File: config.mk
export PLATFORM = sky130hd
export DESIGN_NAME = i2s_stereo_rx
export DESIGN_NICKNAME = d
export VERILOG_FILES = /design/src/rtl/i2s_stereo_rx.sv
export SDC_FILE = /design/constraint.sdc
export NUM_CORES = 1
export LEC_CHECK = 0
export BUFFER_PORTS_ARGS = -buffer_cell sky130_fd_sc_hd__buf_2
export CORE_AREA = 2 2 116 118
export CTS_CLUSTER_DIAMETER = 150
export CTS_CLUSTER_SIZE = 20
export DETAILED_ROUTE_END_ITERATION = 8
export DIE_AREA = 0 0 118 120
export PLACE_DENSITY = 0.62
export SLEW_MARGIN = 20
export SYNTH_ARGS = -nofsm -noshare
export SYNTH_HDL_FRONTEND = slang
export SYNTH_SLANG_ARGS = --single-unit
File: constraint.sdc
create_clock -name clk -period 3.9 [get_ports clk]
set_input_delay 0.585 -clock clk [delete_from_list [all_inputs] [get_ports clk]]
set_output_delay 0.585 -clock clk [all_outputs]
set_load 0.01 [all_outputs]
File: src/rtl/i2s_stereo_rx.sv
// I2S / left-justified stereo ADC receiver. Captures codec frames into {channel,sample}
// words, buffers them in a first-word-fall-through FIFO and drives the codec MCLK.
module i2s_stereo_rx #(
    parameter int SAMPLE_W   = 16,
    parameter int MCLK_DIV   = 4,
    parameter int FIFO_DEPTH = 4,
    parameter int LVL_W      = $clog2(FIFO_DEPTH) + 1
) (
    input  logic                clk,
    input  logic                rst,
    input  logic                listening,
    input  logic                lj_mode,
    input  logic [1:0]          ch_enable,
    input  logic                clr_status,
    input  logic                audio_sampl,
    input  logic                bclk,
    input  logic                audio_data,
    output logic                MCLK,
    output logic                sample_valid,
    input  logic                sample_ready,
    output logic                sample_ch,
    output logic [SAMPLE_W-1:0] sample_data,
    output logic [LVL_W-1:0]    level,
    output logic                overflow,
    output logic                frame_err
);

    localparam int HALF_DIV = MCLK_DIV / 2;
    localparam int DIV_W    = (HALF_DIV > 1) ? $clog2(HALF_DIV) : 1;
    localparam int CNT_W    = $clog2(SAMPLE_W);
    localparam int PTR_W    = $clog2(FIFO_DEPTH);

    typedef enum logic [2:0] {
        IDLE,
        ALIGN,
        SKIP,
        SHIFT,
        PUSH,
        WAIT_EDGE
    } state_t;

    logic [2:0]          bclk_sync;
    logic [2:0]          lr_sync;
    logic [2:0]          data_sync;
    logic                bclk_rise;
    logic                lr_fall;
    logic                lr_rise;
    logic                lr_edge;
    logic                new_ch;
    logic                data_bit;

    logic [DIV_W-1:0]    mclk_cnt;

    state_t              state;
    state_t              start_state;
    logic [SAMPLE_W-1:0] shift_reg;
    logic [CNT_W-1:0]    bit_cnt;
    logic                cur_ch;
    logic                cur_en;

    logic [SAMPLE_W:0]   mem [FIFO_DEPTH];
    logic [PTR_W-1:0]    wr_ptr;
    logic [PTR_W-1:0]    rd_ptr;
    logic [LVL_W-1:0]    count;
    logic                full;
    logic                push_req;
    logic                wr_en;
    logic                pop;

    always_ff @(posedge clk or negedge rst) begin
        if (!rst) begin
            bclk_sync <= '0;
            lr_sync   <= '0;
            data_sync <= '0;
        end else begin
            bclk_sync <= {bclk_sync[1:0], bclk};
            lr_sync   <= {lr_sync[1:0], audio_sampl};
            data_sync <= {data_sync[1:0], audio_data};
        end
    end

    // Index 2 is the oldest stage; edges compare it with the stage before it.
    assign bclk_rise   = bclk_sync[1] & ~bclk_sync[2];
    assign lr_fall     = ~lr_sync[1] & lr_sync[2];
    assign lr_rise     = lr_sync[1] & ~lr_sync[2];
    assign lr_edge     = lr_fall | lr_rise;
    assign new_ch      = lr_sync[1];
    assign data_bit    = data_sync[2];
    assign start_state = lj_mode ? SHIFT : SKIP;

    always_ff @(posedge clk or negedge rst) begin
        if (!rst) begin
            mclk_cnt <= '0;
            MCLK     <= 1'b0;
        end else if (mclk_cnt == DIV_W'(HALF_DIV - 1)) begin
            mclk_cnt <= '0;
            MCLK     <= ~MCLK;
        end else begin
            mclk_cnt <= mclk_cnt + DIV_W'(1);
        end
    end

    always_ff @(posedge clk or negedge rst) begin
        if (!rst) begin
            state     <= IDLE;
            shift_reg <= '0;
            bit_cnt   <= '0;
            cur_ch    <= 1'b0;
            cur_en    <= 1'b0;
            frame_err <= 1'b0;
        end else begin
            if (clr_status) begin
                frame_err <= 1'b0;
            end
            if (listening) begin
                state <= IDLE;
            end else begin
                case (state)
                    IDLE: begin
                        state <= ALIGN;
                    end
                    // Only a left-frame start is accepted so L/R pairs stay ordered.
                    ALIGN: begin
                        if (lr_fall) begin
                            state   <= start_state;
                            cur_ch  <= 1'b0;
                            cur_en  <= ch_enable[0];
                            bit_cnt <= '0;
                        end
                    end
                    SKIP, SHIFT: begin
                        if (lr_edge) begin
                            frame_err <= 1'b1;
                            state     <= start_state;
                            cur_ch    <= new_ch;
                            cur_en    <= ch_enable[new_ch];
                            bit_cnt   <= '0;
                        end else if (bclk_rise) begin
                            if (state == SKIP) begin
                                state <= SHIFT;
                            end else begin
                                shift_reg <= {shift_reg[SAMPLE_W-2:0], data_bit};
                                if (bit_cnt == CNT_W'(SAMPLE_W - 1)) begin
                                    state <= PUSH;
                                end else begin
                                    bit_cnt <= bit_cnt + CNT_W'(1);
                                end
                            end
                        end
                    end
                    // A frame edge coinciding with the push still starts the next frame.
                    PUSH, WAIT_EDGE: begin
                        if (lr_edge) begin
                            state   <= start_state;
                            cur_ch  <= new_ch;
                            cur_en  <= ch_enable[new_ch];
                            bit_cnt <= '0;
                        end else begin
                            state <= WAIT_EDGE;
                        end
                    end
                    default: begin
                        state <= IDLE;
                    end
                endcase
            end
        end
    end

    assign push_req = (state == PUSH) && cur_en;
    assign full     = (count == LVL_W'(FIFO_DEPTH));
    assign pop      = sample_valid && sample_ready;
    assign wr_en    = push_req && (!full || pop);

    always_ff @(posedge clk or negedge rst) begin
        if (!rst) begin
            for (int i = 0; i < FIFO_DEPTH; i++) begin
                mem[i] <= '0;
            end
            wr_ptr   <= '0;
            rd_ptr   <= '0;
            count    <= '0;
            overflow <= 1'b0;
        end else begin
            if (wr_en) begin
                mem[wr_ptr] <= {cur_ch, shift_reg};
                wr_ptr      <= wr_ptr + PTR_W'(1);
            end
            if (pop) begin
                rd_ptr <= rd_ptr + PTR_W'(1);
            end
            if (wr_en && !pop) begin
                count <= count + LVL_W'(1);
            end else if (!wr_en && pop) begin
                count <= count - LVL_W'(1);
            end
            if (clr_status) begin
                overflow <= 1'b0;
            end
            if (push_req && !wr_en) begin
                overflow <= 1'b1;
            end
        end
    end

    assign sample_valid             = (count != '0);
    assign {sample_ch, sample_data} = mem[rd_ptr];
    assign level                    = count;

endmodule
# [After elaboration in Yosys (flattened, before gate mapping)]
# Index checks and enable logic that the tools add are counted.
[totals] reg_bits=113 latch_bits=0 mem_bits_rw=0 romBits=0 inputBits=11 output_inout_bits=24 elab_cells=121 memories=0
[op_classes] n_addsub=6 mul=0 div=0 n_lt_le_gt_ge=4 eq_ne=16 shift=0 mux=39 bitwise=13 reduce_logical=24
[ops] op="$bwmux W68" n=1
[ops] op="$mux W17" n=3
[ops] op="$bmux W17 S2" n=1
[ops] op="$demux W17 S2" n=1
[ops] op="$mux W3" n=9
[ops] op="$mux W4" n=6
[ops] op="$mux W1" n=14
[ops] op="$ne A3 B3 Y1 const B" n=4
[ops] op="$pmux W3 S4" n=1
[ops] op="$pmux W4 S3" n=1
[ops] op="$eq A3 B3 Y1 const B" n=3
[ops] op="$logic_and A1 B1 Y1" n=7
[ops] op="$not A1 Y1" n=7
[ops] op="$reduce_and A7 Y1" n=1
[ops] op="$eq A3 B2 Y1 const B" n=2
[ops] op="$ge A3 B3 Y1 const B" n=2
[ops] op="$not A2 Y3" n=2
[ops] op="$reduce_bool A2 Y1" n=3
[ops] op="$reduce_bool A3 Y1" n=2
[ops] op="$ne A5 B5 Y1 const B" n=1
[ops] op="$reduce_and A5 Y1" n=1
[ops] op="$add A2 B1 Y2 const B" n=2
[ops] op="$add A4 B1 Y4 const B" n=1
[ops] op="$eq A4 B4 Y1 const B" n=1
[ops] op="other kinds (19)" n=26

# [Longest topological paths before layout]
[logic_depth] word_depth=8 ltp_mapped=8 depth_no_buf=8

# [Worst setup path after synthesis]
# No wires, ideal clock.
[synth_path] kind="input to register" startpoint="input port sample_ready" endpoint="register count[2] (netlist: level[2])" setup_time_ns=0.079 arrival_time_ns=2.392 required_time_ns=3.821 setup_slack_ns=1.429 cell_stages=8 path_buffers=0 path_cell_list="nor4b_2 nor4b_4 ha_1 inv_1 fa_1 xor2_1 nor2_1 xor2_1"
[synth_via] elab_chain_len=6 word_cells_on_any_way=9 classes_between="1 x mux; 8 x reduce/logical"
[synth_lines] item="from (decl)" line="20" text="input logic sample_ready,"
[synth_lines] item="$logic_and A1 B1 Y1 *" line="172" text="assign pop = sample_valid && sample_ready;"
[synth_lines] item="$logic_or A1 B1 Y1 *" line="173" text="assign wr_en = push_req && (!full || pop);"
[synth_lines] item="$logic_and A1 B1 Y1 *" line="173"
[synth_lines] item="net wr_en" line="67" text="logic wr_en;"
[synth_lines] item="$logic_not A1 Y1" line="194" text="end else if (!wr_en && pop) begin"
[synth_lines] item="$logic_and A1 B1 Y1" line="194"
[synth_lines] item="$reduce_bool A2 Y1 (no line)"
[synth_lines] item="to (signal assigned)" line="193" text="count <= count + LVL_W'(1);"
[synth_lines] item="to (signal assigned)" line="195" text="count <= count - LVL_W'(1);"
[synth_lines] item="to (decl)" line="64" text="logic [LVL_W-1:0] count;"
# The timed path passes the listed nets; every way through them passes the cells marked *.
# A chain may end at the register's enable or synchronous reset.

# [Worst setup path after layout]
[layout_path] startpoint="register rd_ptr[0]" endpoint="output port sample_data[5]"
[layout_via] elab_chain_len=4
[layout_lines] item="from (decl)" line="63" text="logic [PTR_W-1:0] rd_ptr;"
[layout_lines] item="from (signal assigned)" line="190" text="rd_ptr <= rd_ptr + PTR_W'(1);"
[layout_lines] item="$not A2 Y3 (implied by the code)" line="207" text="assign {sample_ch, sample_data} = mem[rd_ptr];"
[layout_lines] item="$bmux W17 S2" line="207"
[layout_lines] item="$mux W17 (implied by the code) (2 in a row)" line="207"
[layout_lines] item="to (decl)" line="22" text="output logic [SAMPLE_W-1:0] sample_data,"
# Every way passes these cells. The select of a mux whose other input is x is not followed.

==> results.json <==
{
  "syn2layout_area_growth_pct": 18.4,
  "dieArea_sq_mm": 0.0142,
  "rr_startpoint": "state[1]",
  "ys_seq_elements": 113,
  "tightest_slew_ps": 987,
  "finalCritPeriodShare": 0.720,
  "vias_per_cell": 5.06,
  "yosysSeqAreaShare": 0.555,
  "setup_viol": 0,
  "synthCells": 325,
  "synth-main-ff-cell": "dfrtp_1",
  "cts_resized": 0,
  "peakVddDrop_mv": 0.351,
  "grt_pass1_vias": 3012,
  "swShare": 0.261,
  "synth_most_common_cell": "dfrtp_1",
  "drt-pass1-iter-count": 4,
  "drv_slew": 0,
  "largest_reg_flops": 68,
  "seq_power_share": 0.417,
  "cp.required_ps": 3310,
  "cts_setup_buffers": 0,
  "fin_ws_ps": 1090,
  "maxCapViolations": 0,
  "drtIter0Drc": 169,
  "die_w_um": 118,
  "power_density_mw_per_mm2": 562,
  "grt_start_max_net_pins": 79,
  "syn_area_per_cell_sq_um": 15.7,
  "fmax_ghz": 0.356,
  "antenna_found_initial": 0,
  "status": "complete, no violations",
  "rsz0062_at_grt": "false",
  "place.gp.congestion": 0.832,
  "async_flop_share": 1.00,
  "period_needed_ps": 2810,
  "pwr-share-clk": 0.455,
  "post-place-cells": 523,
  "worstSkewPairLatency_ps": 410,
  "clkTransAtPathRegs_ps": 50,
  "postCtsHoldBufs": 0,
  "die_h_um": 120,
  "drt-wirelength-per-cell_um": 17.5,
  "nFillCells": 1163,
  "cts_tree": "yes",
  "core-area_sq_mm": 0.0130,
  "finalPower_mw": 3.39,
  "ys_top_cells_by_area": "dfrtp_1 (55%), mux2_4 (12%), mux2_2 (10%)",
  "drive_above_1_share": 0.464,
  "root_buffer": "clkbuf_16",
  "finClkSkew_ps": 7.44,
  "vias": 2808,
  "yosys.area.top_type": "dfrtp_1",
  "end_kind": "primary output",
  "p_leak_nw": 3.06,
  "globalRouteOverflowTotal": 0,
  "syn_area_sq_mm": 0.00510,
  "rows": 42,
  "routed_wl_um": 9710,
  "fin_cells": 555,
  "final_nets": 385,
  "report.final.hold_viol_count": 0,
  "n_antenna_cell": 0,
  "synth_edf_count": 0,
  "portBuffers": 34,
  "critPathKind": "flip-flop to primary output",
  "slew_headroom": 0.342,
  "grt_usage": 0.151,
  "fin_hold_ws_ps": 220,
  "reg2reg_slack_ps": 1190,
  "synth_cell_types": 43,
  "cts_made_buffers": 17,
  "cp-endpoint": "sample_data[5]",
  "hpwl_um": 5700,
  "yosysTopAreaCellShare": 0.555,
  "hold_path_class": "primary input to async pin",
  "cts_buffer_depth": 2,
  "reg2reg_depth": 8,
  "dpl_worst_slack_ps": 1130,
  "grt_first_pass_wirelength_um": 16100,
  "crit_start": "rd_ptr[0]",
  "p_sw_mw": 0.884,
  "fin_setup_tns_ps": 0,
  "synth_commonest_cells": "dfrtp_1 (113), mux2_2 (47), mux2_4 (40)",
  "ant_nets": 0,
  "ios": 35,
  "comb_power_share": 0.127,
  "r2r_end": "level[2]",
  "startpoint_type": "flip-flop",
  "arrival_ps": 2220,
  "h-tree-depth": 4,
  "path_max_fanout": 10,
  "drc_errors": 0,
  "ys_warn_count": 0,
  "power.internal_mw": 2.51,
  "ff_latch_area_sq_mm": 0.00283,
  "clock-sinks": 113,
  "syn_nets": 344,
  "multi_input_area_sq_mm": 0.00215,
  "floorplan.initialDensity": 0.393
}
[critical path: stages, from the launching register on]
cell and delay [ps]:
dfrtp_1 740, buf_4 370, mux4_2 550, buf_2 160
[area by class of cell]
type | instances | area share
multi-input combinational | 189 | 0.356
clock buffer | 28 | 0.0873
timing repair buffer | 37 | 0.0350
inverter | 8 | 0.00498
tap | 176 | 0.0365
sequential | 113 | 0.469
clock inverter | 4 | 0.0116
[placed cells by master (no fill, tap or decap), types with 5 or more instances in the layout]
cell type | netlist | routed
dfrtp_1 | 113 | 113
mux2_2 | 47 | 47
mux2_4 | 40 | 40
buf_2 | 4 | 33
mux4_2 | 17 | 17
clkbuf_16 | 0 | 17
o21ai_0 | 10 | 10
a21oi_1 | 9 | 9
inv_1 | 8 | 8
nor2_1 | 7 | 7
ha_1 | 7 | 7
clkbuf_8 | 0 | 6
clkbuf_1 | 7 | 5
[kinds of logic after synthesis]
logic type,synth area share
compound gates,0.0371
mux,0.299
flops,0.555
simple gates,0.0523
fa+ha+maj,0.0211
buf+inv,0.0238
xor+xnor,0.0120
[worst min path at each step]
stage / start / to / slack [ps]
finish: rst / MCLK / 220
detailed placement: data_sync[1] / data_sync[2] / 340
global route: audio_sampl / lr_sync[0] / 260
global placement: data_sync[1] / data_sync[2] / 340
CTS: bclk / bclk_sync[0] / 260
floorplan: rst / MCLK / 290
[metal layers]
layer	vias up	track usage	part of all wire
met5	-	0	0
met4	0	0.0587	0.012
met3	11	0.0494	0.036
met2	56	0.227	0.47
met1	1469	0.203	0.49
li1	1272	-	-
[metrics by stage]
step,cell area [sq um],utilization
after detailed placement,5430,0.419
after global placement,5430,0.419
after CTS,6030,0.465
final,6030,0.465
after floorplan,5100,-
after global routing,6030,0.465
[power by group through the flow]
| stage | combinational, mW | sequential [mW] | clock (mW) |
|---|---|---|---|
| global route | 0.482 | 1.44 | 1.63 |
| floorplan | 0.399 | 1.32 | 0 |
| CTS | 0.440 | 1.42 | 1.58 |
| detailed placement | 0.437 | 1.44 | 0 |
| global placement | 0.430 | 1.43 | 0 |
| finish | 0.432 | 1.42 | 1.54 |
No activity file was read; power rests on OpenSTA's default activity.
